$ cat src/rtl/uk101_loader_pkg.sv
`default_nettype none
// uk101_loader_pkg - loader state encoding and ASCII constants shared by ascii_loader.
// Rev 1.0 - initial release.
package uk101_loader_pkg;

    typedef enum logic [1:0] {
        IDLE  = 2'd0,
        LOAD  = 2'd1,
        OFFER = 2'd2,
        GAP   = 2'd3
    } loader_state_t;

    localparam logic [7:0] ASCII_CR = 8'h0D;
    localparam logic [7:0] ASCII_LF = 8'h0A;

endpackage
`default_nettype wire

$ cat src/rtl/loader_fifo.sv
`default_nettype none
// loader_fifo - show-ahead byte FIFO; flush with a simultaneous push leaves only the new byte.
// Rev 1.0 - initial release.
module loader_fifo #(
    parameter int DEPTH = 16
) (
    input  logic                   clk,
    input  logic                   n_reset,
    input  logic                   push,
    input  logic                   pop,
    input  logic                   flush,
    input  logic [7:0]             din,
    output logic [7:0]             dout,
    output logic [$clog2(DEPTH):0] count,
    output logic                   full,
    output logic                   empty
);

    localparam int AW = $clog2(DEPTH);

    logic [7:0]    mem [DEPTH];
    logic [AW-1:0] rd_ptr;
    logic [AW-1:0] wr_ptr;
    logic          do_push;
    logic          do_pop;

    assign full    = (count == (AW + 1)'(DEPTH));
    assign empty   = (count == '0);
    assign do_pop  = pop && !empty && !flush;
    // A pop in the same cycle frees the slot, so a push to a full FIFO still lands.
    assign do_push = push && (flush || !full || do_pop);
    assign dout    = mem[rd_ptr];

    always_ff @(posedge clk or negedge n_reset) begin
        if (!n_reset) begin
            rd_ptr <= '0;
            wr_ptr <= '0;
            count  <= '0;
        end else if (flush) begin
            rd_ptr <= '0;
            wr_ptr <= do_push ? AW'(1) : '0;
            count  <= do_push ? (AW + 1)'(1) : '0;
        end else begin
            if (do_push) begin
                wr_ptr <= wr_ptr + AW'(1);
            end
            if (do_pop) begin
                rd_ptr <= rd_ptr + AW'(1);
            end
            if (do_push && !do_pop) begin
                count <= count + (AW + 1)'(1);
            end else if (do_pop && !do_push) begin
                count <= count - (AW + 1)'(1);
            end
        end
    end

    always_ff @(posedge clk) begin
        if (do_push) begin
            mem[flush ? '0 : wr_ptr] <= din;
        end
    end

endmodule
`default_nettype wire

$ cat src/rtl/ascii_loader.sv
`default_nettype none
// ascii_loader - paces HPS-downloaded ASCII files into the UK101 serial receive path.
// Rev 1.0 - initial release. Option macro: ASCII_LOADER_LF_XLATE_EN (CR LF -> CR, bare LF -> CR).
module ascii_loader
    import uk101_loader_pkg::*;
#(
    parameter int FIFO_DEPTH = 16,
    parameter int CHAR_GAP   = 48000,
    parameter int LINE_GAP   = 960000
) (
    input  logic        clk,
    input  logic        n_reset,
    input  logic        ioctl_download,
    input  logic        ioctl_wr,
    input  logic [15:0] ioctl_addr,
    input  logic [7:0]  ioctl_data,
    output logic        ioctl_wait,
    output logic [7:0]  rx_data,
    output logic        rx_valid,
    input  logic        rx_ready,
    output logic        busy,
    output logic        overflow
);

    localparam int              CW         = $clog2(FIFO_DEPTH) + 1;
    localparam int              GW         = $clog2(LINE_GAP + 1);
    localparam logic [GW-1:0]   LINE_LOAD  = GW'(LINE_GAP);
    localparam logic [GW-1:0]   CHAR_LOAD  = GW'(CHAR_GAP);
    // Two free slots left when wait rises: one for the write already in flight.
    localparam logic [CW-1:0]   WAIT_LEVEL = CW'(FIFO_DEPTH - 2);

    loader_state_t st;
    logic [GW-1:0] gap;
    logic          wr_en;
    logic          flush;
    logic          fifo_pop;
    logic          fifo_full;
    logic          fifo_empty;
    logic [7:0]    fifo_dout;
    logic [CW-1:0] fifo_count;
    logic [7:0]    out_byte;
    logic          xlate_drop;

    assign wr_en    = ioctl_download && ioctl_wr;
    assign flush    = wr_en && (ioctl_addr == 16'd0);
    assign fifo_pop = (st == LOAD) && !fifo_empty && !flush;
    assign busy     = ioctl_download || (st != IDLE) || !fifo_empty;

`ifdef ASCII_LOADER_LF_XLATE_EN
    logic last_cr;

    assign xlate_drop = (fifo_dout == ASCII_LF) && last_cr;
    assign out_byte   = (fifo_dout == ASCII_LF) ? ASCII_CR : fifo_dout;
`else
    assign xlate_drop = 1'b0;
    assign out_byte   = fifo_dout;
`endif

    loader_fifo #(
        .DEPTH (FIFO_DEPTH)
    ) u_fifo (
        .clk     (clk),
        .n_reset (n_reset),
        .push    (wr_en),
        .pop     (fifo_pop),
        .flush   (flush),
        .din     (ioctl_data),
        .dout    (fifo_dout),
        .count   (fifo_count),
        .full    (fifo_full),
        .empty   (fifo_empty)
    );

    always_ff @(posedge clk or negedge n_reset) begin
        if (!n_reset) begin
            st         <= IDLE;
            gap        <= '0;
            rx_data    <= '0;
            rx_valid   <= 1'b0;
            ioctl_wait <= 1'b0;
            overflow   <= 1'b0;
`ifdef ASCII_LOADER_LF_XLATE_EN
            last_cr    <= 1'b0;
`endif
        end else begin
            ioctl_wait <= (fifo_count >= WAIT_LEVEL);

            if (flush) begin
                overflow <= 1'b0;
            end else if (wr_en && fifo_full && !fifo_pop) begin
                overflow <= 1'b1;
            end

            // A new file abandons whatever was pending; its first byte is loaded next.
            if (flush) begin
                st       <= LOAD;
                gap      <= '0;
                rx_data  <= '0;
                rx_valid <= 1'b0;
`ifdef ASCII_LOADER_LF_XLATE_EN
                last_cr  <= 1'b0;
`endif
            end else begin
                case (st)
                    IDLE: begin
                        if (!fifo_empty || wr_en) begin
                            st <= LOAD;
                        end
                    end
                    LOAD: begin
                        if (fifo_empty) begin
                            st <= IDLE;
                        end else begin
`ifdef ASCII_LOADER_LF_XLATE_EN
                            last_cr <= (fifo_dout == ASCII_CR);
`endif
                            if (xlate_drop) begin
                                st <= ((fifo_count > CW'(1)) || wr_en) ? LOAD : IDLE;
                            end else begin
                                rx_data  <= out_byte;
                                rx_valid <= 1'b1;
                                st       <= OFFER;
                            end
                        end
                    end
                    OFFER: begin
                        if (rx_ready) begin
                            rx_valid <= 1'b0;
                            gap      <= (rx_data == ASCII_CR) ? LINE_LOAD : CHAR_LOAD;
                            st       <= GAP;
                        end
                    end
                    GAP: begin
                        if (gap == '0) begin
                            st <= fifo_empty ? IDLE : LOAD;
                        end else begin
                            gap <= gap - GW'(1);
                        end
                    end
                    default: st <= IDLE;
                endcase
            end
        end
    end

endmodule
`default_nettype wire
$ cat config.mk
export PLATFORM = sky130hd
export DESIGN_NAME = ascii_loader
export DESIGN_NICKNAME = d
export VERILOG_FILES = /design/src/rtl/uk101_loader_pkg.sv /design/src/rtl/loader_fifo.sv /design/src/rtl/ascii_loader.sv
export SDC_FILE = /design/constraint.sdc
export NUM_CORES = 1
export LEC_CHECK = 0
export BUFFER_PORTS_ARGS = -buffer_cell sky130_fd_sc_hd__buf_2
export CORE_MARGIN = 2
export CORE_UTILIZATION = 45
export DETAILED_ROUTE_END_ITERATION = 8
export PLACE_DENSITY = 0.6
export SLEW_MARGIN = 20
export SYNTH_ARGS = -nofsm -noshare
export SYNTH_HDL_FRONTEND = slang
export SYNTH_SLANG_ARGS = --single-unit
export TNS_END_PERCENT = 100
$ cat constraint.sdc
create_clock -name clk -period 3.2 [get_ports clk]
set_input_delay 0 -clock clk [delete_from_list [all_inputs] [get_ports clk]]
set_output_delay 0 -clock clk [all_outputs]
set_load 0.02 [all_outputs]
### Word level (Yosys, flattened, before mapping)

Memory sizes are Yosys's and may differ from the RTL's.
Index checks and enable logic that the tools add are counted.

| storage, ports and cells | value |
|---|---|
| bits in registers | 46 |
| memory bits (writable) | 128 |
| output and inout bits | 12 |
| memories | 1 |

| operators by class | value |
|---|---|
| add/subtract/negate cells | 5 |
| $lt $le $gt $ge | 1 |
| eq/ne operators | 11 |
| multiplexer cells | 33 |
| reduce and logical (&&, ||, !) cells | 38 |

Memory list:

| memory | depth | width | rd ports | clocked after memory_dff | wr ports | line | source |
|---|---|---|---|---|---|---|---|
| u_fifo.mem | 16 | 8 | 1 | 0 | 1 | loader_fifo.sv:21 | `logic [7:0] mem [DEPTH];` |

Operator list:

| operator | count |
|---|---|
| $mux W20 | 4 |
| $pmux W20 S2 | 1 |
| $mux W8 | 3 |
| $logic_not A20 Y1 | 1 |
| $mux W4 | 5 |
| $sub A20 B1 Y20 const B | 1 |
| $logic_not A16 Y1 | 1 |
| $mux W5 | 3 |
| $ne A3 B2 Y1 const B | 5 |
| $logic_and A1 B1 Y1 | 11 |
| $mux W1 | 10 |
| $mux W2 | 5 |
| $reduce_bool A2 Y1 | 5 |
| $reduce_and A3 Y1 | 3 |
| $reduce_bool A3 Y1 | 3 |
| $add A4 B1 Y4 const B | 2 |
| $eq A8 B4 Y1 const B | 1 |
| $pmux W2 S4 | 1 |
| $logic_not A1 Y1 | 6 |
| $add A5 B1 Y5 const B | 1 |
| $eq A5 B5 Y1 const B | 1 |
| $ge A5 B4 Y1 const B | 1 |
| $logic_not A5 Y1 | 1 |
| $logic_or A1 B1 Y1 | 5 |
| 7 further kinds | 8 |

### Longest topological paths before layout

| depth | value |
|---|---|
| word-level depth | 13 |
| mapped depth | 12 |
| mapped depth without buffers | 10 |

### Hierarchy

A second synthesis with hierarchy kept.

| unflattened totals | value |
|---|---|
| cells, all modules | 576 |
| area total of the unflattened synthesis | 7832.5 µm² |

By module, submodules not included:

| module | times used | cells each | area each (µm²) | sequential area each (µm²) |
|---|---|---|---|---|
| loader_fifo | 1 | 353 | 5878.1 | 4169.0 |
| ascii_loader | 1 | 223 | 1954.4 | 825.8 |

### Least setup slack after synthesis

OpenSTA, ideal clock, no wires.

| timing | value |
|---|---|
| path type | register -> register |
| from | register u_fifo.count[1] |
| to | register u_fifo.count[4] |
| arrival time | 3.342 ns |
| required time | 3.117 ns |
| path slack | -0.224 ns |
| stages on the path, launching flop included | 11 |
| clock period less this slack | 3.424 ns |
| cells stage by stage | dfrtp_1 -> or4_1 -> o21ai_0 -> clkbuf_1 -> buf_2 -> a21oi_1 -> fa_1 -> a21o_1 -> a21o_1 -> or4_1 -> a31oi_1 |

| on the way | value |
|---|---|
| longest elaborated chain between the ends | 11 |

RTL lines:

| what | line | source |
|---|---|---|
| start, declared | loader_fifo.sv:14 | `output logic [$clog2(DEPTH):0] count,` |
| start signal, assigned | loader_fifo.sv:42 | `count <= do_push ? (AW + 1)'(1) : '0;` |
| start signal, assigned | loader_fifo.sv:51 | `count <= count + (AW + 1)'(1);` |
| start signal, assigned | loader_fifo.sv:53 | `count <= count - (AW + 1)'(1);` |
| $logic_not A5 Y1 | loader_fifo.sv:28 | `assign empty = (count == '0);` |
| $logic_not A1 Y1 | loader_fifo.sv:29, ascii_loader.sv:46 |  |
| $logic_and A1 B1 Y1 (2 in a row) | ascii_loader.sv:46 | `assign fifo_pop = (st == LOAD) && !fifo_empty && !flush;` |
| $logic_and A1 B1 Y1 (2 in a row) | loader_fifo.sv:29 | `assign do_pop = pop && !empty && !flush;` |
| $logic_or A1 B1 Y1 | loader_fifo.sv:31 | `assign do_push = push && (flush \|\| !full \|\| do_pop);` |
| $logic_and A1 B1 Y1 | loader_fifo.sv:31 |  |
| $logic_and A1 B1 Y1 / $logic_not A1 Y1 (equally long branches) | loader_fifo.sv:50, loader_fifo.sv:52 |  |
| $mux W5 / $logic_and A1 B1 Y1 (equally long branches) | loader_fifo.sv:50, loader_fifo.sv:52 |  |
| $mux W5 / $reduce_bool A3 Y1 (equally long branches) | n/a |  |

Several ways; a longest one is shown, not always the timed one. The select of a mux whose other input is x is not followed.
A chain may end at the register's enable or synchronous reset.

### Worst setup path after layout

Same ends and word-level chain as after synthesis.

==> flow_metrics.env <==
export IMPL_status="finished clean"
export IMPL_dp_hpwl_um=10800
export IMPL_cts_root_buf="clkbuf_16"
export IMPL_synth_area_per_cell_um2=14.6
export IMPL_clk_path_buf_depth=2
export IMPL_cts_made_buffers=17
export IMPL_hp_class="input port to flip-flop"
export IMPL_fin_nets=614
export IMPL_p_leak_nw=3.07
export IMPL_grt_ovfl_total=0
export IMPL_synth_area_um2=7600
export IMPL_vias=4701
export IMPL_vias_per_cell=5.80
export IMPL_cts_clk_slew_worst_paths_ns=0.07
export IMPL_critPathArrivalTime_ns=3.34
export IMPL_period_share_pct=93.5
export IMPL_drive_gt1_share_pct=22.9
export IMPL_num_rows=47
export IMPL_powerDensity_nw_per_um2=629
export IMPL_critPathKind="flip-flop to flip-flop"
export IMPL_worstSetupEndpointType="flip-flop"
export IMPL_crit_path_max_fanout=6
export IMPL_first_global_vias=4870
export IMPL_core_area_um2=16500
export IMPL_pin_count=41
export IMPL_synth_top_area_share_pct=50.6
export IMPL_grt_total_usage_pct=20.4
export IMPL_n_antenna_cell=0
export IMPL_die_area_um2=17900
export IMPL_port_buffers=40
export IMPL_finClkSkew_ns=0.0156
export IMPL_clock_power_share_pct=37.3
export IMPL_layout_area_overhead_vs_synth_pct=15.5
export IMPL_ys_warn_count=0
export IMPL_ys_seq_area_share_pct=65.7
export IMPL_start_util_pct=46.0
export IMPL_yosysTopAreaCell="edfxtp_1"
export IMPL_cp_slowest_cell="or4_1"
export IMPL_firstDrtPassIters=5
export IMPL_timing_final_ws_setup_ns=0.209
export IMPL_synthTopCellsByCount="128 x edfxtp_1, 46 x dfrtp_1, 44 x nor2_1"
export IMPL_cts_sinks=174
export IMPL_hold_buffers=9
export IMPL_netlist_instances=522
export IMPL_synth_edf_count=128
export IMPL_wire_per_inst_um=20.8
export IMPL_max_freq_mhz=334
export IMPL_die_w_um=134
export IMPL_p_seq_share_pct=51.5
export IMPL_hold_viol=0
export IMPL_first_iter_violations=319
export IMPL_synth_distinct_cells=61
export IMPL_totalPowerFinal_w=0.00553
export IMPL_ys_ff_latch=174
export IMPL_cts_tree="built"
export IMPL_synth_async_reset_ratio_pct=26.4
export IMPL_p_sw_w=0.00152
export IMPL_tightest_slew_ns=0.963
export IMPL_grt_max_degree=47
export IMPL_synth_most_common_cell="edfxtp_1"
export IMPL_crit_chain="or4_1, o21ai_1, a21oi_1, fa_2, a21o_1, a21o_1, or4_1, a31oi_1"
export IMPL_post_cts_resized=0
export IMPL_drv_slew=0
export IMPL_multi_input_area_um2=2460
export IMPL_antenna_found_initial=0
export IMPL_route_detailed_drc=0
export IMPL_period_needed_ns=2.99
export IMPL_grt_first_pass_wirelength_um=27300
export IMPL_seq_area_um2=5000
export IMPL_clk_insertion_delay_late_ns=0.43
export IMPL_die_y_um=134
export IMPL_start_kind="flip-flop"
export IMPL_syn_num_nets=559
export IMPL_cpPeakStageDelay_ns=0.60
export IMPL_finalSetupViolCount=0
export IMPL_routed_wl_um=16900
export IMPL_cts_setup_buffers=0
export IMPL_cap_viol_max_count=0
export IMPL_rsz0062_at_grt="false"
export IMPL_place_ws_ns=0.209
export IMPL_tns_ns=0
export IMPL_switching_share_pct=27.5
export IMPL_worstPathRequired_ns=3.54
export IMPL_detail_route_antenna_nets=0
export IMPL_peakVddDrop_mv=0.428
export IMPL_htree_levels=4
export IMPL_p_int_w=0.00401
export IMPL_combPwrFrac_pct=11.2
export IMPL_nFillCells=1339
export IMPL_gp_congestion=0.824
export IMPL_ys_flop_type="edfxtp_1"
export IMPL_synthTopCellsByArea="edfxtp_1 51%, dfrtp_1 15%, mux4_2 9.5%, a21oi_1 2.2%, nor2_1 2.2%"
export IMPL_slew_headroom_pct=35.6
[per-layer routing]
layer | up-vias | wire length (um) | global-route usage (%)
met4 | 0 | 391 | 7.39
met2 | 110 | 8420 | 34.2
li1 | 2167 | - | -
met1 | 2401 | 7440 | 26.9
met3 | 23 | 628 | 3.74
met5 | - | 0 | 0
[power by group through the flow]
stage	Combinational [W]	Clock, W	Sequential, W
CTS	0.000620	0.00209	0.00284
floorplan	0.000462	0	0.00279
global placement	0.000577	0	0.00287
detailed placement	0.000609	0	0.00288
global route	0.000699	0.00219	0.00288
finish	0.000618	0.00206	0.00284
[state kept, by name, indices dropped and copies added (netlist names)]
register and flops:
rx_valid 1, overflow 1, st 2, u_fifo.mem 128, gap 20, u_fifo.wr_ptr 4
ioctl_wait 1, u_fifo.count 5, rx_data 8, u_fifo.rd_ptr 4
[cell usage in the layout, fill, tap and decap left out, types with 3 or more instances in the layout]
cell type and count:
a21oi_1 33, a21oi_2 3, a22oi_1 16, a31oi_1 4
and2_1 4, buf_2 39, buf_4 17, clkbuf_16 17
dfrtp_1 45, dlygate4sd3_1 9, edfxtp_1 128, ha_1 7
inv_1 5, inv_6 4, inv_8 5, mux2i_1 6
mux4_2 32, nand2_1 27, nand2b_1 4, nand3_1 9
nand4_1 6, nor2_1 44, nor2b_1 4, nor3_1 15
nor4_1 16, o21a_1 4, o21ai_0 14, or3_1 5
or4_1 7, xor2_1 10
[worst max-delay path, delay by kind of cell, from the launching register on]
family                     cells  cell delay [ns]
and+or+nand+nor                2             1.07
adders and majority gates      1             0.41
DFF                            1             0.46
AOI/OAI and AO/OA              5             0.99
[final cells by class]
cell class	instances	share of cell area, %
flip-flops and latches	174	56.9
multi-input cells	313	28.1
repair buffers	66	4.93
clock buffers	17	4.85
well taps	220	3.14
clock inverters	15	1.88
inverters	5	0.214
[path summary, 6_finish.rpt]
kind	startpoint	endpoint	slack [ns]	cells after the start
setup / recovery	u_fifo.count[1]	u_fifo.count[4]	0.21	8
hold / removal	rx_ready	st[0]	0.05	5
setup reg to reg	u_fifo.count[1]	u_fifo.count[4]	0.21	8
hold reg to reg	rx_valid	rx_valid	0.51	2
max in group asynchronous	n_reset	u_fifo.rd_ptr[0]	2.63	2
min in group asynchronous	n_reset	ioctl_wait	0.11	2
[kinds of logic after synthesis]
| logic type | count (synthesis) | share of synthesized area (%) |
|---|---|---|
| flops | 174 | 65.7 |
| buf+inv | 35 | 1.91 |
| fa+ha+maj | 8 | 1.42 |
| xor+xnor | 12 | 1.38 |
| mux | 38 | 10.3 |
| simple gates | 153 | 10.4 |
| compound gates | 102 | 8.95 |
[metrics by stage]
| step | area (um2) | std cells | hold WS (ns) | util, % |
|---|---|---|---|---|
| floorplan | 7610 | 522 | -0.296 | - |
| global placement | 8100 | 769 | 0.240 | 49.0 |
| detailed placement | 8100 | 769 | 0.249 | 49.0 |
| CTS | 8780 | 810 | 0.0298 | 53.1 |
| global route | 8780 | 810 | 0.107 | 53.1 |
| finish | 8780 | 810 | 0.0476 | 53.1 |
(Power assumes the default switching activity.)
